===== src/rtl/dmem_wait_responder_pkg.sv =====
// Shared definitions for the data-memory wait responder slice.
//   - Default data width and word-address width, shared with mips/imem/dmem.
//   - FSM state encoding for the responder.
//   - ENABLE / DISABLE macros for single-bit control levels.
//   - wait_load(): counter preload for a given access latency.
`ifndef DMEM_WAIT_RESPONDER_PKG_SV
`define DMEM_WAIT_RESPONDER_PKG_SV

`define ENABLE  1'b1
`define DISABLE 1'b0

package dmem_wait_responder_pkg;

  localparam int DMEM_WIDTH    = 32;
  localparam int DMEM_ADDRBITS = 14;

  typedef enum logic [1:0] {
    S_IDLE = 2'd0,
    S_WAIT = 2'd1,
    S_DONE = 2'd2
  } state_t;

  // Value loaded into the wait counter when an access is accepted.
  function automatic logic [3:0] wait_load(input int latency);
    return (latency > 0) ? 4'(latency - 1) : 4'd0;
  endfunction

endpackage

`endif


===== src/rtl/dmem_wait_responder_if.sv =====
// Load/store bus between the requester (mips core) and the data-memory
// responder.
//   a         word address of the request
//   re / we   read / write request (both high = write, rd gets old data)
//   wd        write data
//   rd        read data, non-zero only in a read's completion cycle
//   stall     requester holds a/re/we/wd stable while high
//   wr_strobe one-cycle pulse in the cycle a write commits
//   wr_addr   address of the committing write, valid with wr_strobe
interface dmem_wait_responder_if
  import dmem_wait_responder_pkg::*;
#(
  parameter int WIDTH    = DMEM_WIDTH,
  parameter int ADDRBITS = DMEM_ADDRBITS
);

  logic [ADDRBITS-1:0] a;
  logic                re;
  logic                we;
  logic [WIDTH-1:0]    wd;
  logic [WIDTH-1:0]    rd;
  logic                stall;
  logic                wr_strobe;
  logic [ADDRBITS-1:0] wr_addr;

  modport master (
    output a, re, we, wd,
    input  rd, stall, wr_strobe, wr_addr
  );

  modport slave (
    input  a, re, we, wd,
    output rd, stall, wr_strobe, wr_addr
  );

endinterface


===== src/rtl/dmem_wait_array.sv =====
// Storage for the data-memory responder: 2^DEPTHBITS x WIDTH register array,
// synchronous write, asynchronous read.
//   clk  write clock
//   we   write enable, write happens at the rising edge
//   a    word index
//   wd   write data
//   rd   read data of word a (combinational, shows pre-write contents)
module dmem_wait_array #(
  parameter int WIDTH     = 32,
  parameter int DEPTHBITS = 6
) (
  input  logic                 clk,
  input  logic                 we,
  input  logic [DEPTHBITS-1:0] a,
  input  logic [WIDTH-1:0]     wd,
  output logic [WIDTH-1:0]     rd
);

  logic [WIDTH-1:0] mem [2**DEPTHBITS];

  // NOTE: the storage has no reset; clearing a RAM needs a per-word write
  // path and would keep it from mapping onto memory primitives.
  always_ff @(posedge clk) begin
    if (we) mem[a] <= wd;
  end

  assign rd = mem[a];

endmodule


===== src/rtl/dmem_wait_responder.sv =====
// Data-memory responder with a fixed number of wait cycles per access.
// A request (re|we) is held off with stall for LATENCY cycles and completes
// in cycle LATENCY+1 counted from the first request cycle. LATENCY=0 gives a
// zero-wait memory: combinational read, write at the next edge.
//   clk   system clock
//   rst   synchronous active-high reset
//   bus   slave side of the load/store bus (see dmem_wait_responder_if)
module dmem_wait_responder
  import dmem_wait_responder_pkg::*;
#(
  parameter int WIDTH     = DMEM_WIDTH,
  parameter int ADDRBITS  = DMEM_ADDRBITS,
  parameter int DEPTHBITS = 6,
  parameter int LATENCY   = 2
) (
  input  logic                   clk,
  input  logic                   rst,
  dmem_wait_responder_if.slave   bus
);

  localparam logic [3:0] CNT_LOAD = wait_load(LATENCY);

  state_t              state_q, state_d;
  logic [3:0]          cnt_q, cnt_d;
  logic [ADDRBITS-1:0] lat_a_q;
  logic                lat_re_q;
  logic                lat_we_q;
  logic [WIDTH-1:0]    lat_wd_q;

  logic                load;
  logic                use_lat;
  logic                commit;
  logic                rd_en;
  logic                stall;

  logic [ADDRBITS-1:0] arr_a;
  logic [WIDTH-1:0]    arr_wd;
  logic [WIDTH-1:0]    arr_rd;
  logic                arr_we;

  // NOTE: sequential state uses non-blocking assignments so every register
  // samples the pre-edge values, independent of statement order.
  always_ff @(posedge clk) begin
    if (rst) begin
      state_q  <= S_IDLE;
      cnt_q    <= 4'd0;
      lat_a_q  <= '0;
      lat_re_q <= 1'b0;
      lat_we_q <= 1'b0;
      lat_wd_q <= '0;
    end else begin
      state_q <= state_d;
      cnt_q   <= cnt_d;
      if (load) begin
        lat_a_q  <= bus.a;
        lat_re_q <= bus.re;
        lat_we_q <= bus.we;
        lat_wd_q <= bus.wd;
      end
    end
  end

  // NOTE: every output of this block gets a default first, so no path leaves
  // a signal unassigned and no latch is inferred.
  always_comb begin
    state_d = state_q;
    cnt_d   = cnt_q;
    load    = 1'b0;
    use_lat = 1'b0;
    commit  = 1'b0;
    rd_en   = 1'b0;
    stall   = `DISABLE;

    if (LATENCY == 0) begin
      // Zero-wait memory: serve the live request directly.
      commit = bus.we;
      rd_en  = bus.re;
    end else begin
      unique case (state_q)
        S_IDLE: begin
          if (bus.re || bus.we) begin
            load  = 1'b1;
            stall = `ENABLE;
            cnt_d = CNT_LOAD;
            // The request cycle is itself the first stall cycle, so WAIT
            // covers the remaining LATENCY-1; with LATENCY=1 there is none.
            state_d = (LATENCY == 1) ? S_DONE : S_WAIT;
          end
        end
        S_WAIT: begin
          stall   = `ENABLE;
          use_lat = 1'b1;
          if (!(bus.re || bus.we)) begin
            state_d = S_IDLE;
          end else begin
            cnt_d = cnt_q - 4'd1;
            // Leave when the count reaches zero at this edge.
            if (cnt_q <= 4'd1) state_d = S_DONE;
          end
        end
        S_DONE: begin
          use_lat = 1'b1;
          commit  = lat_we_q;
          rd_en   = lat_re_q;
          state_d = S_IDLE;
        end
        default: state_d = S_IDLE;
      endcase
    end
  end

  assign arr_a  = use_lat ? lat_a_q  : bus.a;
  assign arr_wd = use_lat ? lat_wd_q : bus.wd;
  // A reset at the commit edge cancels the write and its strobe.
  assign arr_we = commit & ~rst;

  dmem_wait_array #(
    .WIDTH     (WIDTH),
    .DEPTHBITS (DEPTHBITS)
  ) u_array (
    .clk (clk),
    .we  (arr_we),
    .a   (arr_a[DEPTHBITS-1:0]),
    .wd  (arr_wd),
    .rd  (arr_rd)
  );

  assign bus.stall     = stall;
  assign bus.rd        = rd_en  ? arr_rd : '0;
  assign bus.wr_strobe = arr_we;
  assign bus.wr_addr   = arr_we ? arr_a : '0;

endmodule


===== src/flat_wrapper.sv =====
// flat-port wrapper written by rule: the top's interface ports become plain ports
module dmem_wait_responder_flat import dmem_wait_responder_pkg::*;
#(
  parameter int WIDTH     = DMEM_WIDTH,
  parameter int ADDRBITS  = DMEM_ADDRBITS,
  parameter int DEPTHBITS = 6,
  parameter int LATENCY   = 2
)
  (clk, rst, bus_a, bus_re, bus_we, bus_wd, bus_rd, bus_stall, bus_wr_strobe, bus_wr_addr);
  dmem_wait_responder_if #(.WIDTH(WIDTH), .ADDRBITS(ADDRBITS)) bus_i ();
  input  logic clk;
  input  logic rst;
  input wire logic [$bits(bus_i.a)-1:0] bus_a;
  input wire logic [$bits(bus_i.re)-1:0] bus_re;
  input wire logic [$bits(bus_i.we)-1:0] bus_we;
  input wire logic [$bits(bus_i.wd)-1:0] bus_wd;
  output wire logic [$bits(bus_i.rd)-1:0] bus_rd;
  output wire logic [$bits(bus_i.stall)-1:0] bus_stall;
  output wire logic [$bits(bus_i.wr_strobe)-1:0] bus_wr_strobe;
  output wire logic [$bits(bus_i.wr_addr)-1:0] bus_wr_addr;
  assign bus_i.a = bus_a;
  assign bus_i.re = bus_re;
  assign bus_i.we = bus_we;
  assign bus_i.wd = bus_wd;
  assign bus_rd = bus_i.rd;
  assign bus_stall = bus_i.stall;
  assign bus_wr_strobe = bus_i.wr_strobe;
  assign bus_wr_addr = bus_i.wr_addr;
  dmem_wait_responder #(.WIDTH(WIDTH), .ADDRBITS(ADDRBITS), .DEPTHBITS(DEPTHBITS), .LATENCY(LATENCY)) u_core (.clk(clk), .rst(rst), .bus(bus_i));
endmodule

===== config.mk =====
export PLATFORM = sky130hd
export DESIGN_NAME = dmem_wait_responder_flat
export DESIGN_NICKNAME = d
export VERILOG_FILES = /design/src/rtl/dmem_wait_responder_pkg.sv /design/src/rtl/dmem_wait_responder_if.sv /design/src/rtl/dmem_wait_array.sv /design/src/rtl/dmem_wait_responder.sv /design/src/flat_wrapper.sv
export SDC_FILE = /design/constraint.sdc
export NUM_CORES = 2
export LEC_CHECK = 0
export BUFFER_PORTS_ARGS = -buffer_cell sky130_fd_sc_hd__buf_2
export CAP_MARGIN = 20
export CORE_MARGIN = 1.5
export CORE_UTILIZATION = 67
export CTS_CLUSTER_SIZE = 20
export DETAILED_ROUTE_END_ITERATION = 16
export PLACE_DENSITY_LB_ADDON = 0.12
export SLEW_MARGIN = 5
export SYNTH_ARGS = -nofsm -noshare
export SYNTH_HDL_FRONTEND = slang
export SYNTH_SLANG_ARGS = --single-unit

===== constraint.sdc =====
create_clock -name clk -period 6.4 [get_ports clk]
set_input_delay 0.64 -clock clk [delete_from_list [all_inputs] [get_ports clk]]
set_output_delay 0.64 -clock clk [all_outputs]
set_load 0.005 [all_outputs]

==> flow_summary.yaml <==
pwr:
  power.leakage_nw: 27.7
  powerDensity_mw_per_mm2: 378
  ir_drop_v: 0.000278
cells_and_area:
  final_cell_mix: "edfxtp_1 (2048), o22ai_1 (844), nand2_1 (306)"
  fin_nets: 4708
  utilization: 0.772
  final_common_cell: "edfxtp_1"
  drive_gt1_frac: 0.157
  fillCellCount: 6148
  areaGrowthSynthToFinish_pct: 13.8
synth:
  yosysWarnings: 0
  ys_seq_area_frac: 0.817
  avgSynthCellArea_um2: 17.4
  synth-async-reset-ratio: 0
  synthCells: 4403
  synthDistinctLibCells: 61
  ys.flop_type: "edfxtp_1"
  syn_area_mm2: 0.0766
  ys_seq_elements: 2102
  synth_nets: 4458
  synth-edff-count: 2048
critical_path:
  cp_max_fo: 45
  required_ns: 5.76
  slowest_stage: "nor4_1"
  crit_chain: "inv_1 -> ha_4 -> or4b_1 -> and2_4 -> buf_12 -> buf_4 -> o22ai_1 -> nor4_1 -> o22ai_1 -> nor4_1 -> buf_2"
  critPathMaxStageDelay_ns: 0.85
  cp.arrival_ns: 5.83
  rr_worst_depth: 8
  crit_type: "reg -> out"
  endpoint_kind: "output port"
  start_kind: "flip-flop"
sta:
  max_slew_margin: 0.232
  final.setup.tns_ns: -0.0682
  setup_violations: 1
  layout_worst_path_cycle_share: 1.01
  rsz0062_at_grt: "no"
  max_freq_mhz: 155
  fin_crit_ns: 6.47
  worstMarginPinSlew_ns: 1.15
  slew_violations: 0
  setup_slack_ns: -0.0682
  skew_ns: 0.0371
  hold_violations: 0
global_route:
  antenna_found_initial: 10
  grt_max_degree: 67
  grt_pass1_wl_um: 346000
  track_usage: 0.432
  grt_pass1_vias: 46500
  grt_overflow: 0
cts:
  hold_buffers: 0
  cts_buffer_depth: 3
  clkSinkCount: 2102
  cts_tree: "yes"
  cts_resized: 0
  post_cts_buffers: 0
  numCtsBuffers: 195
  clk-insertion-delay-late_ns: 0.84
  h-tree-depth: 4
  clk_pin_slew_ns: 0.06
  clockRootBuffer: "clkbuf_16"
route:
  wirelength_um: 252000
  drc: 0
  via_per_inst: 7.72
  routedWlPerCell_um: 39.8
  drt_iter0_drc: 9700
  postRouteAntennaNets: 0
  dr.pass1.iters: 6
  vias: 48800
outcome:
  failed_checks: "setup timing"
  run_status: "finished, violations left"
floorplan:
  initial_core_util: 0.678
  io_pins: 98
  dieArea_mm2: 0.116
  die_h_um: 341
  core_mm2: 0.113
  die_w_um: 341
  core.rowCount: 123
place:
  hpwl_um: 141000
  gp_congestion: 0.914
  place_ws_ns: 0.949
  portBuffers: 97
hold_path:
  hp-class: "in -> reg"
  hold_depth: 3
run:
  drv_cap: 0
## registers in the layout, summed over array words and instances (netlist names)
name	count
u_core.lat_re_q	1
u_core.cnt_q	4
u_core.u_array.mem	2048
u_core.lat_a_q	14
u_core.lat_wd_q	32
u_core.state_q	2
u_core.lat_we_q	1
## power breakdown
group / internal [mW] / switching [mW] / total (mW)
sequential: 16.1 / 0.0389 / 16.2
combinational: 1.28 / 3.74 / 5.03
clock: 6.75 / 5.01 / 11.8
## worst max-delay path: cells and delay by family, from the launching register on
kind,cells,cell delay [ns]
buffers and inverters,4,0.98
AND/OR/NAND/NOR,4,2.63
AO/OA/AOI/OAI,2,0.27
flip-flops,1,0.38
adder cells (fa/ha/maj),1,0.68
## synth_stat cells (6+ instances only)
library cell / count / area [um2]
mux2_2: 35 / 394
buf_6: 14 / 158
o41a_1: 11 / 124
nor4_1: 60 / 375
mux2i_1: 29 / 290
a21oi_1: 98 / 490
a41oi_1: 7 / 61.3
o31ai_1: 6 / 45.0
a22oi_1: 34 / 255
edfxtp_1: 2048 / 61500
o21ai_0: 11 / 55.1
nor3_1: 14 / 70.1
o21ai_1: 6 / 30.0
and2_1: 9 / 56.3
clkbuf_1: 60 / 225
nor2_1: 128 / 480
nand2_1: 309 / 1160
inv_1: 6 / 22.5
dfxtp_1: 54 / 1080
buf_2: 169 / 846
o31a_1: 6 / 52.6
o41ai_1: 145 / 1270
buf_1: 19 / 71.3
a32o_1: 12 / 120
nand3_1: 25 / 125
and3_1: 56 / 350
buf_4: 29 / 218
nand4_1: 23 / 144
or4_1: 7 / 52.6
a31oi_1: 13 / 81.3
a311oi_1: 14 / 123
o22ai_1: 844 / 5280
o221ai_1: 9 / 78.8
o22a_1: 34 / 298
## stage by stage
stage	std cells	cell area (um2)	hold WS, ns	power (mW)
2_1_floorplan	4403	76600	0.433	19.1
3_3_place_gp	5937	80300	0.438	21.0
3_5_place_dp	5938	80400	0.445	21.1
4_1_cts	6297	86800	0.0367	32.5
5_1_grt	6315	87100	0.0652	33.5
6_report	6324	87200	0.0634	32.9
## cell type report
class / count / area [um2] / area share
clock buffer: 247 / 5160 / 0.0592
inverter: 6 / 22.5 / 0.000258
multi-input combinational: 2004 / 13100 / 0.150
tap: 1500 / 1880 / 0.0215
antenna: 9 / 22.5 / 0.000258
timing repair buffer: 344 / 3140 / 0.0360
clock inverter: 112 / 1260 / 0.0145
sequential: 2102 / 62600 / 0.718
## metal layers
layer | share of wire | wire length, um | track usage | vias up
li1 | - | - | - | 18900
met1 | 0.32 | 80400 | 0.570 | 23800
met2 | 0.44 | 111000 | 0.633 | 5100
met3 | 0.17 | 42000 | 0.143 | 1032
met4 | 0.072 | 18200 | 0.260 | 12
met5 | 0.00032 | 81 | 0 | -
## worst paths after layout
path,start,end,slack [ns]
setup / recovery,u_core.state_q[1]$_SDFFE_PP0P_,bus_rd[22],-0.07
setup reg to reg,u_core.state_q[1]$_SDFFE_PP0P_,u_core.u_array.mem[19][7]$_DFFE_PP_,1.36
hold / removal,bus_a[11],u_core.lat_a_q[11]$_SDFFE_PP0P_,0.06
hold reg to reg,u_core.lat_a_q[13]$_SDFFE_PP0P_,u_core.lat_a_q[13]$_SDFFE_PP0P_,0.45
## cells by family (layout without fill, tap and decap cells)
group	after synthesis	after routing	synth area share
and+or+nand+nor	659	659	0.0407
adders and majority gates	5	5	0.000817
buffers and inverters	297	709	0.0201
other	0	9	0
AOI/OAI and AO/OA	1274	1274	0.112
DFF	2102	2102	0.817
muxes	66	66	0.00943
Note: power is estimated with default switching activity, not from simulation.
